File: src/rtl/miner_pkg.sv
// Shared miner back-end definitions: comparator state encoding and default widths.
package miner_pkg;

  localparam int unsigned DEF_W  = 32;
  localparam int unsigned DEF_N  = 8;
  localparam int unsigned HASH_W = 256;

  typedef enum logic [1:0] {
    IDLE = 2'd0,
    SUB  = 2'd1,
    DONE = 2'd2
  } cmp_state_t;

endpackage

File: src/rtl/sub_word.sv
// One word of the ripple borrow chain: d = a + ~b + cin, cout is the carry (no-borrow) out.
module sub_word #(
  parameter int unsigned W = 32
) (
  input  logic [W-1:0] a,
  input  logic [W-1:0] b,
  input  logic         cin,
  output logic [W-1:0] d,
  output logic         cout
);

  logic [W:0] w_sum;

  assign w_sum = {1'b0, a} + {1'b0, ~b} + (W+1)'(cin);
  assign d     = w_sum[W-1:0];
  assign cout  = w_sum[W];

endmodule

File: src/rtl/target_cmp_256.sv
// Sequential hash-vs-target comparator: subtracts one word per cycle, LSW first,
// reporting less/equal and the full modular difference.
module target_cmp_256
  import miner_pkg::*;
#(
  parameter int unsigned W = DEF_W,
  parameter int unsigned N = DEF_N
) (
  input  logic           clock,
  input  logic           resetn,
  input  logic           in_valid,
  output logic           in_ready,
  input  logic [W*N-1:0] hash,
  input  logic [W*N-1:0] target,
  output logic           out_valid,
  input  logic           out_ready,
  output logic           less,
  output logic           equal,
  output logic [W*N-1:0] diff
);

  localparam int unsigned OW    = W * N;
  localparam int unsigned IDX_W = (N > 1) ? $clog2(N) : 1;

  cmp_state_t r_state, w_state_nxt;

  logic [OW-1:0]   r_h, r_t;
  logic [OW-W-1:0] r_acc;
  logic [OW-1:0]   r_diff;
  logic [IDX_W-1:0] r_idx;
  logic            r_carry, r_zero;
  logic            r_less, r_equal;
  logic            r_in_ready, r_out_valid;
  logic            w_accept, w_last;
  logic [W-1:0]    w_d;
  logic            w_cout;

  // Single subtractor slice, time-shared: operands shift down one word per cycle.
  sub_word #(.W(W)) u_sub_word (
    .a    (r_h[W-1:0]),
    .b    (r_t[W-1:0]),
    .cin  (r_carry),
    .d    (w_d),
    .cout (w_cout)
  );

  always_ff @(posedge clock or negedge resetn) begin
    if (!resetn) r_state <= IDLE;
    else         r_state <= w_state_nxt;
  end

  always_comb begin
    w_state_nxt = r_state;
    w_accept    = 1'b0;
    w_last      = 1'b0;
    case (r_state)
      IDLE: begin
        if (in_valid) begin
          w_accept    = 1'b1;
          w_state_nxt = SUB;
        end
      end
      SUB: begin
        if (r_idx == IDX_W'(N - 1)) begin
          w_last      = 1'b1;
          w_state_nxt = DONE;
        end
      end
      DONE: begin
        if (out_ready) w_state_nxt = IDLE;
      end
      default: w_state_nxt = IDLE;
    endcase
  end

  // Working registers feed a separate result register so results hold until the next DONE.
  always_ff @(posedge clock or negedge resetn) begin
    if (!resetn) begin
      r_h         <= '0;
      r_t         <= '0;
      r_acc       <= '0;
      r_diff      <= '0;
      r_idx       <= '0;
      r_carry     <= 1'b1;
      r_zero      <= 1'b1;
      r_less      <= 1'b0;
      r_equal     <= 1'b0;
      r_in_ready  <= 1'b1;
      r_out_valid <= 1'b0;
    end else begin
      r_in_ready  <= (w_state_nxt == IDLE);
      r_out_valid <= (w_state_nxt == DONE);
      if (w_accept) begin
        r_h     <= hash;
        r_t     <= target;
        r_idx   <= '0;
        r_carry <= 1'b1;
        r_zero  <= 1'b1;
      end else if (r_state == SUB) begin
        r_h     <= r_h >> W;
        r_t     <= r_t >> W;
        r_acc   <= {w_d, r_acc[OW-W-1:W]};
        r_carry <= w_cout;
        r_zero  <= r_zero && (w_d == '0);
        r_idx   <= r_idx + IDX_W'(1);
        if (w_last) begin
          r_diff  <= {w_d, r_acc};
          r_less  <= ~w_cout;
          r_equal <= r_zero && (w_d == '0);
        end
      end
    end
  end

  assign in_ready  = r_in_ready;
  assign out_valid = r_out_valid;
  assign less      = r_less;
  assign equal     = r_equal;
  assign diff      = r_diff;

endmodule

File: config.mk
export PLATFORM = sky130hd
export DESIGN_NAME = target_cmp_256
export DESIGN_NICKNAME = d
export VERILOG_FILES = /design/src/rtl/miner_pkg.sv /design/src/rtl/sub_word.sv /design/src/rtl/target_cmp_256.sv
export SDC_FILE = /design/constraint.sdc
export NUM_CORES = 2
export LEC_CHECK = 0
export ABC_CLOCK_PERIOD_IN_PS = 3300
export BUFFER_PORTS_ARGS = -buffer_cell sky130_fd_sc_hd__buf_2
export CORE_ASPECT_RATIO = 0.8
export CORE_MARGIN = 10
export CORE_UTILIZATION = 51
export DETAILED_ROUTE_END_ITERATION = 10
export GPL_TIMING_DRIVEN = 0
export PLACE_DENSITY = 0.76
export RECOVER_POWER = 100
export SKIP_CTS_REPAIR_TIMING = 1
export SYNTH_ARGS = -nofsm -noshare
export SYNTH_HDL_FRONTEND = slang
export SYNTH_SLANG_ARGS = --single-unit
File: constraint.sdc
create_clock -name clock -period 3.3 [get_ports clock]
set_input_delay 0.66 -clock clock [delete_from_list [all_inputs] [get_ports clock]]
set_output_delay 0.66 -clock clock [all_outputs]
set_load 0.05 [all_outputs]
# Word-level counts from Yosys, hierarchy flattened
# Index checks and enable logic that the tools add are counted.
# op_classes
addsub	3
multipliers	0
n_div	0
magnitude_cmp	0
n_eq_ne	4
shifts	0
mux	18
n_bitwise	3
n_reduce_logical	7
# op_table
cell	count
$mux 256	4
$add 32x32->33	1
$add 33x1->33	1
$logic_not 32->1	1
$not 32->32	1
$mux 1	8
$mux 2	3
$mux 3	2
$pmux 2 s3	1
$eq 2x2->1 const B	2
$logic_not 2->1	2
$add 3x1->3 const B	1
$eq 3x3->1 const B	1
$reduce_and 3->1	1
$eq 2x1->1 const B	1
$not 1->1	2
$reduce_and 2->1	1
$reduce_bool 2->1	1
$logic_and 1x1->1	1
# word_totals
regBits	1003
latchBits	0
mem_bits_rw	0
mem_bits_ro	0
in_bits	516
word_cells	47
memories	0

# Depth between registers and ports, before layout
# depth
depth_word	7
ltp_mapped	13

# Modules after synthesis
# Synthesis repeated with hierarchy kept, for this count alone.
# hier_totals
hier_cells	4148
area_unflattened_um2	42768.5
# by_module_without_submodules
mod	n_inst	cells_per_inst	area_per_inst_um2	seq_area_each_um2
target_cmp_256	1	3878	40959.3	25102.8
sub_word	1	270	1809.2	0.0

# Least setup slack after synthesis
# OpenSTA, ideal clock, no wires.
# synth_path
path_kind	reg-to-reg
startpoint	register r_carry
endpoint	register r_zero
setup_time_ns	0.073
arrival_time_ns	3.065
required_time_ns	3.227
path_slack_ns	0.163
path_stages_with_launch	13
period_less_slack_ns	3.137
cell_sequence	dfstp_2 > inv_1 > fa_1 > fa_1 > nand2b_1 > a21o_1 > a2111oi_2 > o21ai_0 > a21oi_1 > a31o_2 > xnor2_1 > o2111ai_1 > o21ai_1
# synth_via
elab_chain_cells	5
# synth_rtl
item	line	rtl
from (decl)	target_cmp_256.sv:31	logic r_carry, r_zero;
from (signal assigned)	target_cmp_256.sv:103	r_carry <= w_cout;
$add 33x1->33	sub_word.sv:14	assign w_sum = {1'b0, a} + {1'b0, ~b} + (W+1)'(cin);
$logic_not 32->1	target_cmp_256.sv:104	r_zero <= r_zero && (w_d == '0);
$logic_and 1x1->1	target_cmp_256.sv:104	
$mux 1	target_cmp_256.sv:99	end else if (r_state == SUB) begin
$mux 1	target_cmp_256.sv:93	if (w_accept) begin
to (signal assigned)	target_cmp_256.sv:104	
to (decl)	target_cmp_256.sv:31	
# Every way passes these cells. The select of a mux whose other input is x is not followed.
# A chain may end at the register's enable or synchronous reset.

# Final worst setup path
# layout_path
startpoint	register r_h[5]
endpoint	register r_zero
# layout_via
elab_chain_cells	6
# layout_rtl
item	line	rtl
from (decl)	target_cmp_256.sv:27	logic [OW-1:0] r_h, r_t;
from (signal assigned)	target_cmp_256.sv:94	r_h <= hash;
from (signal assigned)	target_cmp_256.sv:100	r_h <= r_h >> W;
$add 32x32->33	sub_word.sv:14	
$add 33x1->33	sub_word.sv:14	
$logic_not 32->1	target_cmp_256.sv:104	
$logic_and 1x1->1	target_cmp_256.sv:104	
$mux 1	target_cmp_256.sv:99	
$mux 1	target_cmp_256.sv:93	
# Every way passes these cells. The select of a mux whose other input is x is not followed.

==> flow_summary.ini <==
[outcome]
status = finished, violations left
violations = capacitance limit, slew limit, setup timing

[route]
wl_met1_um = 70700
wire_per_inst_um = 27.1
highest_layer = met5
wl_met2_um = 82800
drtPass1Iterations = 6
wl_met3_um = 17800
drtIter0Drc = 4481
via_per_inst = 6.07
num_vias = 40600
drtAntennaViolNets = 0
drc = 0
drt_wl_total_um = 181000

[layout]
layout.cells.non_filler = 6678
drive_gt1_share_pct = 17.9
mostFrequentLayoutCells = dfrtp_1, nand2_1, clkbuf_1
area_growth_pct = 19.8
final_nets = 5915
layout_commonest_cell = dfrtp_1
fin_area_um2 = 54200

[min_path]
hp-start = hash[240]
hold_depth = 2
worstHoldEndpoint = r_h[240]
hp-class = primary input to flip-flop

[die]
die-area_um2 = 101000
row_count = 97
initial_core_util_pct = 51.5
core-area_um2 = 87700
die_h_um = 286
io_pins = 776
dieWidth_um = 353

[logic_synthesis]
yosys.area_share.simple_pct = 12.6
synth_top_family_by_area = compound AO/OA/AOI/OAI gates
synthAdderAreaFrac_pct = 1.00
syn-cell-area_um2 = 45200
yosysTopAreaCellShare_pct = 55.3
synth-async-reset-ratio_pct = 100
ys.warnings.count = 0
synthXorXnorAreaFrac_pct = 0.407
ys_seq_elements = 1003
synth_compound_area_share_pct = 21.4
syn_avg_cell_area_um2 = 10.1
syn_inst = 4474
syn-num-nets = 5025
ys_types = 72
synth_seq_area_share_pct = 55.5
synth_edf_count = 0
synth_mux_area_share_pct = 5.71
synth_top_area_cell = dfrtp_1
synthTopCellsByArea = dfrtp_1, a22oi_1, nor2b_1, o21ai_0, nand2_1
ys.flop_type = dfrtp_1

[sta]
fin_crit_ns = 3.35
period_share_pct = 102
finClkSkew_ns = 0.0661
max_clock_freq_ghz = 0.298
drv_slew = 185
rsz0062_at_grt = yes
max-slew-margin-rel_pct = -4.02
worstMarginPinSlew_ns = 1.56
setup_tns_ns = -0.105
report.final.hold_viol_count = 0
setup_slack_ns = -0.0542
finalSetupViolCount = 2

[clock_tree]
cts_root_buf = clkbuf_16
h-tree-depth = 3
cts.sinks = 1003
cts_buffers = 98
cts_tree = done
clk_latency_ns = 0.70
clk_pin_slew_worst_paths_ns = 0.06
cts.path.max_buffers = 3

[global_routing]
grt_pass1_wl_um = 265000
gr-usage-all-layers_pct = 34.5
grt_max_degree = 124
antenna_found_initial = 77
globalRouteOverflowTotal = 0
grt_pass1_vias = 40000

[worst_setup_path]
r2r-start = r_h[5]
rrSetupSlack_ns = -0.05
worst_r2r_endpoint = r_zero
reg2regPathDepth = 9
setup.worst_path.class = flip-flop to flip-flop
critPathMaxFanout = 5
endpoint_kind = flip-flop
worstPathArrival_ns = 3.97
critPathLaunchType = flip-flop
critPathRequiredTime_ns = 3.91

[run]
cap_violations = 2

[placed_design]
hpwl_um = 142000
port_buffers = 774
placed_cells = 6445
postPlaceCellArea_um2 = 50800
place_congestion = 0.983
post-place-ws_ns = -0.807

[power]
p_total_mw = 59.3
ir_drop_v = 0.000559
p_per_area_nw_per_um2 = 1090
power_leakage_nw = 24.6
-- metal layers --
metal	vias up	global-route usage, %
li1	17700	-
met1	20200	44.6
met4	42	16.5
met2	2092	54.0
met5	-	0
met3	470	8.97
-- layout make-up --
class,count,area (µm²)
antenna,45,113
buffer,360,1380
clock buffer,142,2820
clock inverter,39,548
fill,7377,33600
inverter,40,150
multi-input combinational,3071,18800
sequential,1003,25100
tap,1188,1490
timing repair buffer,790,3810
-- sequential cells by signal (all words and copies together), names as in the netlist --
register   cells
diff         256
r_h          256
r_t          256
r_acc        224
r_idx          3
r_state        2
equal          1
in_ready       1
less           1
out_valid      1
r_carry        1
r_zero         1
-- how the worst max path moves through the flow --
| stage | startpoint | end | slack (ns) | cells past startpoint |
|---|---|---|---|---|
| detailed placement | r_idx[0] | diff[223] | -0.81 | 7 |
| global route | r_h[4] | r_zero | -0.20 | 10 |
| finish | r_h[5] | r_zero | -0.05 | 9 |
| global placement | resetn | r_t[234] | -20.27 | 1 |
| CTS | r_idx[0] | diff[223] | -0.82 | 7 |
| floorplan | r_carry | r_zero | 0.16 | 12 |
-- through the flow --
stage          utilization, %  hold slack (ns)
6_report                 61.8            0.188
5_1_grt                  61.7            0.177
4_1_cts                  61.8           -0.115
3_5_place_dp             57.9            0.460
3_3_place_gp             57.6            0.459
2_1_floorplan               -            0.364
-- where the power goes --
part | total, mW | internal (mW) | switching [mW]
clock network | 11.8 | 6.63 | 5.13
registers | 21.9 | 17.3 | 4.65
logic | 25.6 | 7.81 | 17.8
-- cell usage after synthesis (all sizes together), types with 4 or more instances --
cell type,number
mux2,225
ha,33
buf,20
nand2b,10
clkbuf,340
o31ai,4
nor2b,425
xnor2,14
o21ai,529
nor2,29
and3,4
a22o,67
o2111ai,5
a22oi,449
nand2,682
dfrtp,1000
xor2,7
inv,40
a2bb2oi,21
o22ai,14
or2,5
nor3,9
mux2i,5
o211ai,7
a21oi,454
a21o,6
a221oi,4
nand4,11
o21a,5
-- critical path: stages, from the launching register on --
cell and delay, ns:
dfrtp_1 0.45, ha_1 0.40, a21oi_1 0.47, a21oi_1 0.18, o21ai_0 0.72, nand2_1 0.17
nor4bb_2 0.34, o2111a_1 0.22, nand4_1 0.16, o21ai_1 0.17
-- kinds of logic (layout without fill, tap and decap cells) --
kind of cell,after synthesis,in the layout
and+or+nand+nor,1194,1194
muxes,230,230
DFF,1003,1003
AOI/OAI and AO/OA,1591,1591
adders and majority gates,35,35
xor gates and xnor gates,21,21
other,0,45
buffers and inverters,400,1371
Note: power is estimated with default switching activity, not from simulation.
